===== src/rtl/meter_pkg.sv =====
// Shared types and defaults for the square-wave period/high-time meter.
package meter_pkg;

  localparam int DEF_CNT_W = 16;

  typedef enum logic [1:0] {
    IDLE = 2'd0,
    HIGH = 2'd1,
    LOW  = 2'd2
  } meter_state_e;

endpackage


===== src/rtl/sync_edge_detect.sv =====
// Optional input synchroniser followed by an edge register; emits one-cycle rise/fall pulses.
module sync_edge_detect #(
  parameter int SYNC_STAGES = 0
) (
  input  logic clock,
  input  logic reset_n,
  input  logic sig_in,
  output logic rise,
  output logic fall
);

  logic s;
  logic s_ok;
  logic prev_q, prev_d;
  logic arm_q, arm_d;

  if (SYNC_STAGES == 0) begin : g_direct
    assign s    = sig_in;
    assign s_ok = 1'b1;
  end else begin : g_sync
    logic [SYNC_STAGES-1:0] sync_q, sync_d;
    logic [SYNC_STAGES-1:0] vld_q, vld_d;

    always_comb begin
      sync_d    = sync_q;
      vld_d     = vld_q;
      sync_d[0] = sig_in;
      vld_d[0]  = 1'b1;
      for (int k = 1; k < SYNC_STAGES; k++) begin
        sync_d[k] = sync_q[k-1];
        vld_d[k]  = vld_q[k-1];
      end
    end

    always_ff @(posedge clock) begin
      if (!reset_n) begin
        sync_q <= '0;
        vld_q  <= '0;
      end else begin
        sync_q <= sync_d;
        vld_q  <= vld_d;
      end
    end

    assign s    = sync_q[SYNC_STAGES-1];
    assign s_ok = vld_q[SYNC_STAGES-1];
  end

  // Edges are armed only after a genuine low has been seen, so a level that is
  // already high when reset releases never counts as a rise.
  always_comb begin
    prev_d = s;
    arm_d  = arm_q | (s_ok & ~s);
  end

  always_ff @(posedge clock) begin
    if (!reset_n) begin
      prev_q <= 1'b0;
      arm_q  <= 1'b0;
    end else begin
      prev_q <= prev_d;
      arm_q  <= arm_d;
    end
  end

  assign rise = arm_q & s & ~prev_q;
  assign fall = arm_q & ~s & prev_q;

endmodule


===== src/rtl/square_wave_meter.sv =====
// Measures period and high time of a square wave in clock cycles, with a
// one-cycle meas_valid strobe per period and a timeout on loss of activity.
module square_wave_meter
  import meter_pkg::*;
#(
  parameter int CNT_W       = DEF_CNT_W,
  parameter int SYNC_STAGES = 0
) (
  input  logic             clock,
  input  logic             reset_n,
  input  logic             sig_in,
  output logic [CNT_W-1:0] period,
  output logic [CNT_W-1:0] high_time,
  output logic             meas_valid,
  output logic             timeout,
  output logic             locked,
  output logic [1:0]       dbg_state
);

  localparam logic [CNT_W-1:0] CNT_MAX = '1;
  localparam logic [CNT_W-1:0] CNT_ONE = CNT_W'(1);

  logic rise, fall;

  meter_state_e     state_q, state_d;
  logic [CNT_W-1:0] cnt_q, cnt_d;
  logic [CNT_W-1:0] hcnt_q, hcnt_d;
  logic [CNT_W-1:0] period_q, period_d;
  logic [CNT_W-1:0] high_q, high_d;
  logic             mv_q, mv_d;
  logic             to_q, to_d;
  logic             locked_q, locked_d;
  logic             sat;
  logic             expire;

  sync_edge_detect #(
    .SYNC_STAGES(SYNC_STAGES)
  ) u_edge (
    .clock  (clock),
    .reset_n(reset_n),
    .sig_in (sig_in),
    .rise   (rise),
    .fall   (fall)
  );

  assign sat = (cnt_q == CNT_MAX);

  always_comb begin
    state_d  = state_q;
    cnt_d    = cnt_q;
    hcnt_d   = hcnt_q;
    period_d = period_q;
    high_d   = high_q;
    mv_d     = 1'b0;
    to_d     = 1'b0;
    locked_d = locked_q;
    expire   = 1'b0;

    case (state_q)
      IDLE: begin
        cnt_d = '0;
        if (rise) begin
          cnt_d   = CNT_ONE;
          state_d = HIGH;
        end
      end
      HIGH: begin
        if (sat) begin
          expire = 1'b1;
        end else begin
          cnt_d = cnt_q + CNT_ONE;
          if (fall) begin
            hcnt_d  = cnt_q;
            state_d = LOW;
          end
        end
      end
      LOW: begin
        // A rise on the saturating cycle still completes a valid period.
        if (rise) begin
          period_d = cnt_q;
          high_d   = hcnt_q;
          mv_d     = 1'b1;
          locked_d = 1'b1;
          cnt_d    = CNT_ONE;
          state_d  = HIGH;
        end else if (sat) begin
          expire = 1'b1;
        end else begin
          cnt_d = cnt_q + CNT_ONE;
        end
      end
      default: begin
        state_d = IDLE;
        cnt_d   = '0;
      end
    endcase

    if (expire) begin
      to_d     = 1'b1;
      locked_d = 1'b0;
      cnt_d    = '0;
      state_d  = IDLE;
    end
  end

  always_ff @(posedge clock) begin
    if (!reset_n) begin
      state_q  <= IDLE;
      cnt_q    <= '0;
      hcnt_q   <= '0;
      period_q <= '0;
      high_q   <= '0;
      mv_q     <= 1'b0;
      to_q     <= 1'b0;
      locked_q <= 1'b0;
    end else begin
      state_q  <= state_d;
      cnt_q    <= cnt_d;
      hcnt_q   <= hcnt_d;
      period_q <= period_d;
      high_q   <= high_d;
      mv_q     <= mv_d;
      to_q     <= to_d;
      locked_q <= locked_d;
    end
  end

  // meas_valid and timeout are single-cycle strobes; period/high_time are
  // stable except in a meas_valid cycle.
  assign period     = period_q;
  assign high_time  = high_q;
  assign meas_valid = mv_q;
  assign timeout    = to_q;
  assign locked     = locked_q;
  assign dbg_state  = state_q;

endmodule

===== config.mk =====
export PLATFORM = sky130hd
export DESIGN_NAME = square_wave_meter
export DESIGN_NICKNAME = d
export VERILOG_FILES = /design/src/rtl/meter_pkg.sv /design/src/rtl/sync_edge_detect.sv /design/src/rtl/square_wave_meter.sv
export SDC_FILE = /design/constraint.sdc
export NUM_CORES = 1
export LEC_CHECK = 0
export ABC_AREA = 1
export CAP_MARGIN = 0
export CORE_ASPECT_RATIO = 1.2
export CORE_UTILIZATION = 50
export DETAILED_ROUTE_END_ITERATION = 10
export GPL_TIMING_DRIVEN = 1
export PLACE_DENSITY_LB_ADDON = 0.05
export SYNTH_ARGS = -nofsm -noshare
export SYNTH_HDL_FRONTEND = slang
export SYNTH_SLANG_ARGS = --single-unit

===== constraint.sdc =====
create_clock -name clock -period 4.1 [get_ports clock]
set_input_delay 0.41 -clock clock [delete_from_list [all_inputs] [get_ports clock]]
set_output_delay 0.41 -clock clock [all_outputs]
set_load 0.05 [all_outputs]

==> out/metrics.csv <==
stage,metric,value,unit
routing,vias,2588,
finish,"most common cell after layout, fill and taps aside",nand2_1,
timing,Max Slew Vio Count,0,
clocking,clock buffer count from CTS,9,
job,Max Cap Viol,0,
power_and_ir_drop,leakage,1.22,nW
setup_path,Worst setup EP type,register,
power_and_ir_drop,Pwr Density,357,nW/um^2
timing,worst slew pin tran,1080,ps
grt,M3 GR Usage,3.80,%
grt,first-pass GRT wire length,11.1,mm
grt,number of global-route vias before repair,2381,
clocking,Sink Count,71,
finish,Reg area,1420,sq um
floorplanning,Initial Util,53.0,%
setup_path,slowest CP cell,nand2_1,
floorplanning,core area,5780,sq um
finish,FILL cells,569,
timing,Hold Slack,449,ps
timing,setup tns final,0,ps
finish,most frequent cells in the layout,"89 x nand2_1, 71 x dfxtp_1, 47 x a21oi_1",
setup_path,critical path required time,4370,ps
clocking,CTS tree,built,
place,# port buffers,39,
routing,drt via density,5.04,
place,dpl hpwl,4.34,mm
grt,initial antenna violation count,0,
finish,antenna cells,0,
finish,area occupied by multi-input gates,1460,sq um
routing,Routed WL,6.54,mm
floorplanning,FP Rows,30,
clocking,clock slew at reported path FFs,70,ps
routing,Post-route DRC,0,
synthesis,#FFs+latches synth,71,
routing,post-route ant nets,0,
clocking,Setup Buffers After CTS,0,
routing,Detailed Route Iter0 Violations,117,
finish,ratio of cells with drive above 1 in the final layout,12.7,%
routing,total iterations of the first detailed-routing run,4,
place,GPL Wtd Cong,0.920,
setup_path,CP Cell Sequence,"clkdlybuf4s50_1, nand3_1, clkinv_1, buf_4, nand2_1, nand2_1, nand2_1, a21oi_1",
timing,final hold viol count,0,
setup_path,Most Frequent Cell on Critical Path,nand2_1,
floorplanning,Die Width,73.5,um
setup_path,crit start category,primary input,
setup_path,Buf/Inv on CP,3,
grt,met1 Use GR,28.8,%
finish,Area growth syn-to-layout,19.8,%
setup_path,critical path class,primary input to register,
finish,Final nets,437,
outcome,status,"complete, no violations",
timing,max_slew headroom,28.0,%
synthesis,post-synthesis cell count,394,
clocking,# resized after CTS,0,
synthesis,cell area after synthesis,3070,sq um
grt,grt total ovfl,0,
synthesis,Synth cell types,33,
floorplanning,die area,6450,sq um
min_path,Hold Path Class,register to register,
timing,Final min period,2360,ps
place,dpl ws,1390,ps
power_and_ir_drop,worst vdd ir,0.193,mV
timing,Achievable Freq,424,MHz
clocking,CTS root buf,clkbuf_8,
clocking,clk buf depth,2,
clocking,# hold bufs at CTS,0,
timing,worst setup margin,1740,ps
grt,GRT Util Overall,22.3,%
floorplanning,# IOs,40,
timing,RSZ-0062 raised after global routing,no,
synthesis,"area leader, netlist",dfxtp_1,
synthesis,Syn Nets,402,
grt,GR met2 Demand/Resource,36.4,%
synthesis,share of the yosys chip area belonging to registers,46.4,%
clocking,worst skew pair latency,340,ps
timing,Final Setup Violations,0,
power_and_ir_drop,Pwr Total,1.31,mW
setup_path,crit path DAT,2630,ps
setup_path,critical path's largest stage delay,730,ps
synthesis,"top cells by area, synth","dfxtp_1 46%, nand2_1 11%, a21oi_1 7.7%",
synthesis,Synth Area per Inst,7.78,sq um
clocking,H-tree lvl count,3,
place,DP Cell Count,498,
synthesis,top-area cell type share of the netlist area,46.4,%
setup_path,"delay-heaviest family, CP",simple AND/OR/NAND/NOR gates,
routing,WL/cell,12.7,um
finish,final non-filler cell total,514,
floorplanning,Die Span Y,87.8,um
timing,final period utilization,57.5,%
grt,GRT Max-Usage Layer,met2,
setup_path,Critical Path Fanout Max,35,
grt,largest net degree at the start of global routing,53,
timing,clk_skew,6.74,ps
synthesis,Ys Warns,0,
==> flip-flops by register name (all words and copies together), names as in the netlist <==
signal / flops
high_time: 16
u_edge.arm_q: 1
cnt_q: 16
hcnt_q: 16
locked: 1
timeout: 1
period: 16
meas_valid: 1
u_edge.prev_q: 1
dbg_state: 2
==> logic make-up (layout without fill, tap and decap cells) <==
| group | after synthesis | after routing | share of synthesized area (%) |
|---|---|---|---|
| buffers and inverters | 41 | 81 | 6.04 |
| xor gates and xnor gates | 4 | 4 | 1.14 |
| and+or+nand+nor | 203 | 203 | 31.1 |
| AOI/OAI and AO/OA | 69 | 69 | 13.0 |
| DFF | 71 | 71 | 46.4 |
| adders and majority gates | 5 | 5 | 2.04 |
| muxes | 1 | 1 | 0.327 |
==> final timing paths <==
kind / startpoint / end / slack [ps] / depth (start not counted)
setup / recovery: sig_in / cnt_q[0]$_SDFF_PP0_ / 1740 / 8
hold reg to reg: locked$_SDFFE_PP0P_ / locked$_SDFFE_PP0P_ / 450 / 2
setup reg to reg: dbg_state[0]$_SDFFE_PP0P_ / cnt_q[0]$_SDFF_PP0_ / 1840 / 6
hold / removal: locked$_SDFFE_PP0P_ / locked$_SDFFE_PP0P_ / 450 / 2
==> synthesized netlist by cell type <==
cell type and n:
clkbuf_1 14, inv_4 1, buf_4 1, nor2_8 1
buf_6 1, inv_1 20, nor2_2 3, a21oi_1 47
nand3_1 41, nor3_1 3, a21oi_2 10, or2_2 1
buf_2 1, nand3b_4 1, nor2_1 37, buf_12 1
nor4_1 1, a21oi_4 1, xor2_1 3, nand2_2 14
or2_1 1, ha_1 5, nand2_1 89, nor2_4 3
xnor2_1 1, nand4_1 6, o21ai_0 9, o21bai_1 1
a21boi_0 1, nand2_4 2, mux2i_1 1, clkinv_1 2
dfxtp_1 71
==> final cells by class <==
class	instances	area share, %
tap	80	2.73
clock inverter	6	1.67
timing repair buffer	42	11.2
clock buffer	10	3.48
sequential	71	38.7
inverter	23	2.42
multi-input combinational	282	39.7
==> metal layers <==
layer / part of all wire [%] / routed length [um]
met4: 0.98 / 64
met1: 48 / 3120
met5: 0 / 0
met3: 4.5 / 295
met2: 47 / 3070
==> per-stage QoR <==
| step | util [%] | cell area [sq um] |
|---|---|---|
| global placement | 60.2 | 3480 |
| finish | 63.5 | 3670 |
| floorplan | - | 3070 |
| global route | 63.5 | 3670 |
| detailed placement | 60.2 | 3480 |
| CTS | 63.5 | 3670 |
==> worst register-to-register path, stage by stage (launching register included) <==
cell and delay (ps):
dfxtp_1 340, inv_1 100, ha_1 500, nand2_1 780, nand2_1 260, nand2_1 70, a21oi_1 130
==> power by group <==
| group | total, mW | internal, mW | switching [mW] |
|---|---|---|---|
| sequential | 0.699 | 0.694 | 0.00547 |
| clock | 0.536 | 0.279 | 0.257 |
| combinational | 0.0735 | 0.0227 | 0.0508 |
| total | 1.31 | 0.996 | 0.313 |
Note: power is estimated with default switching activity, not from simulation.
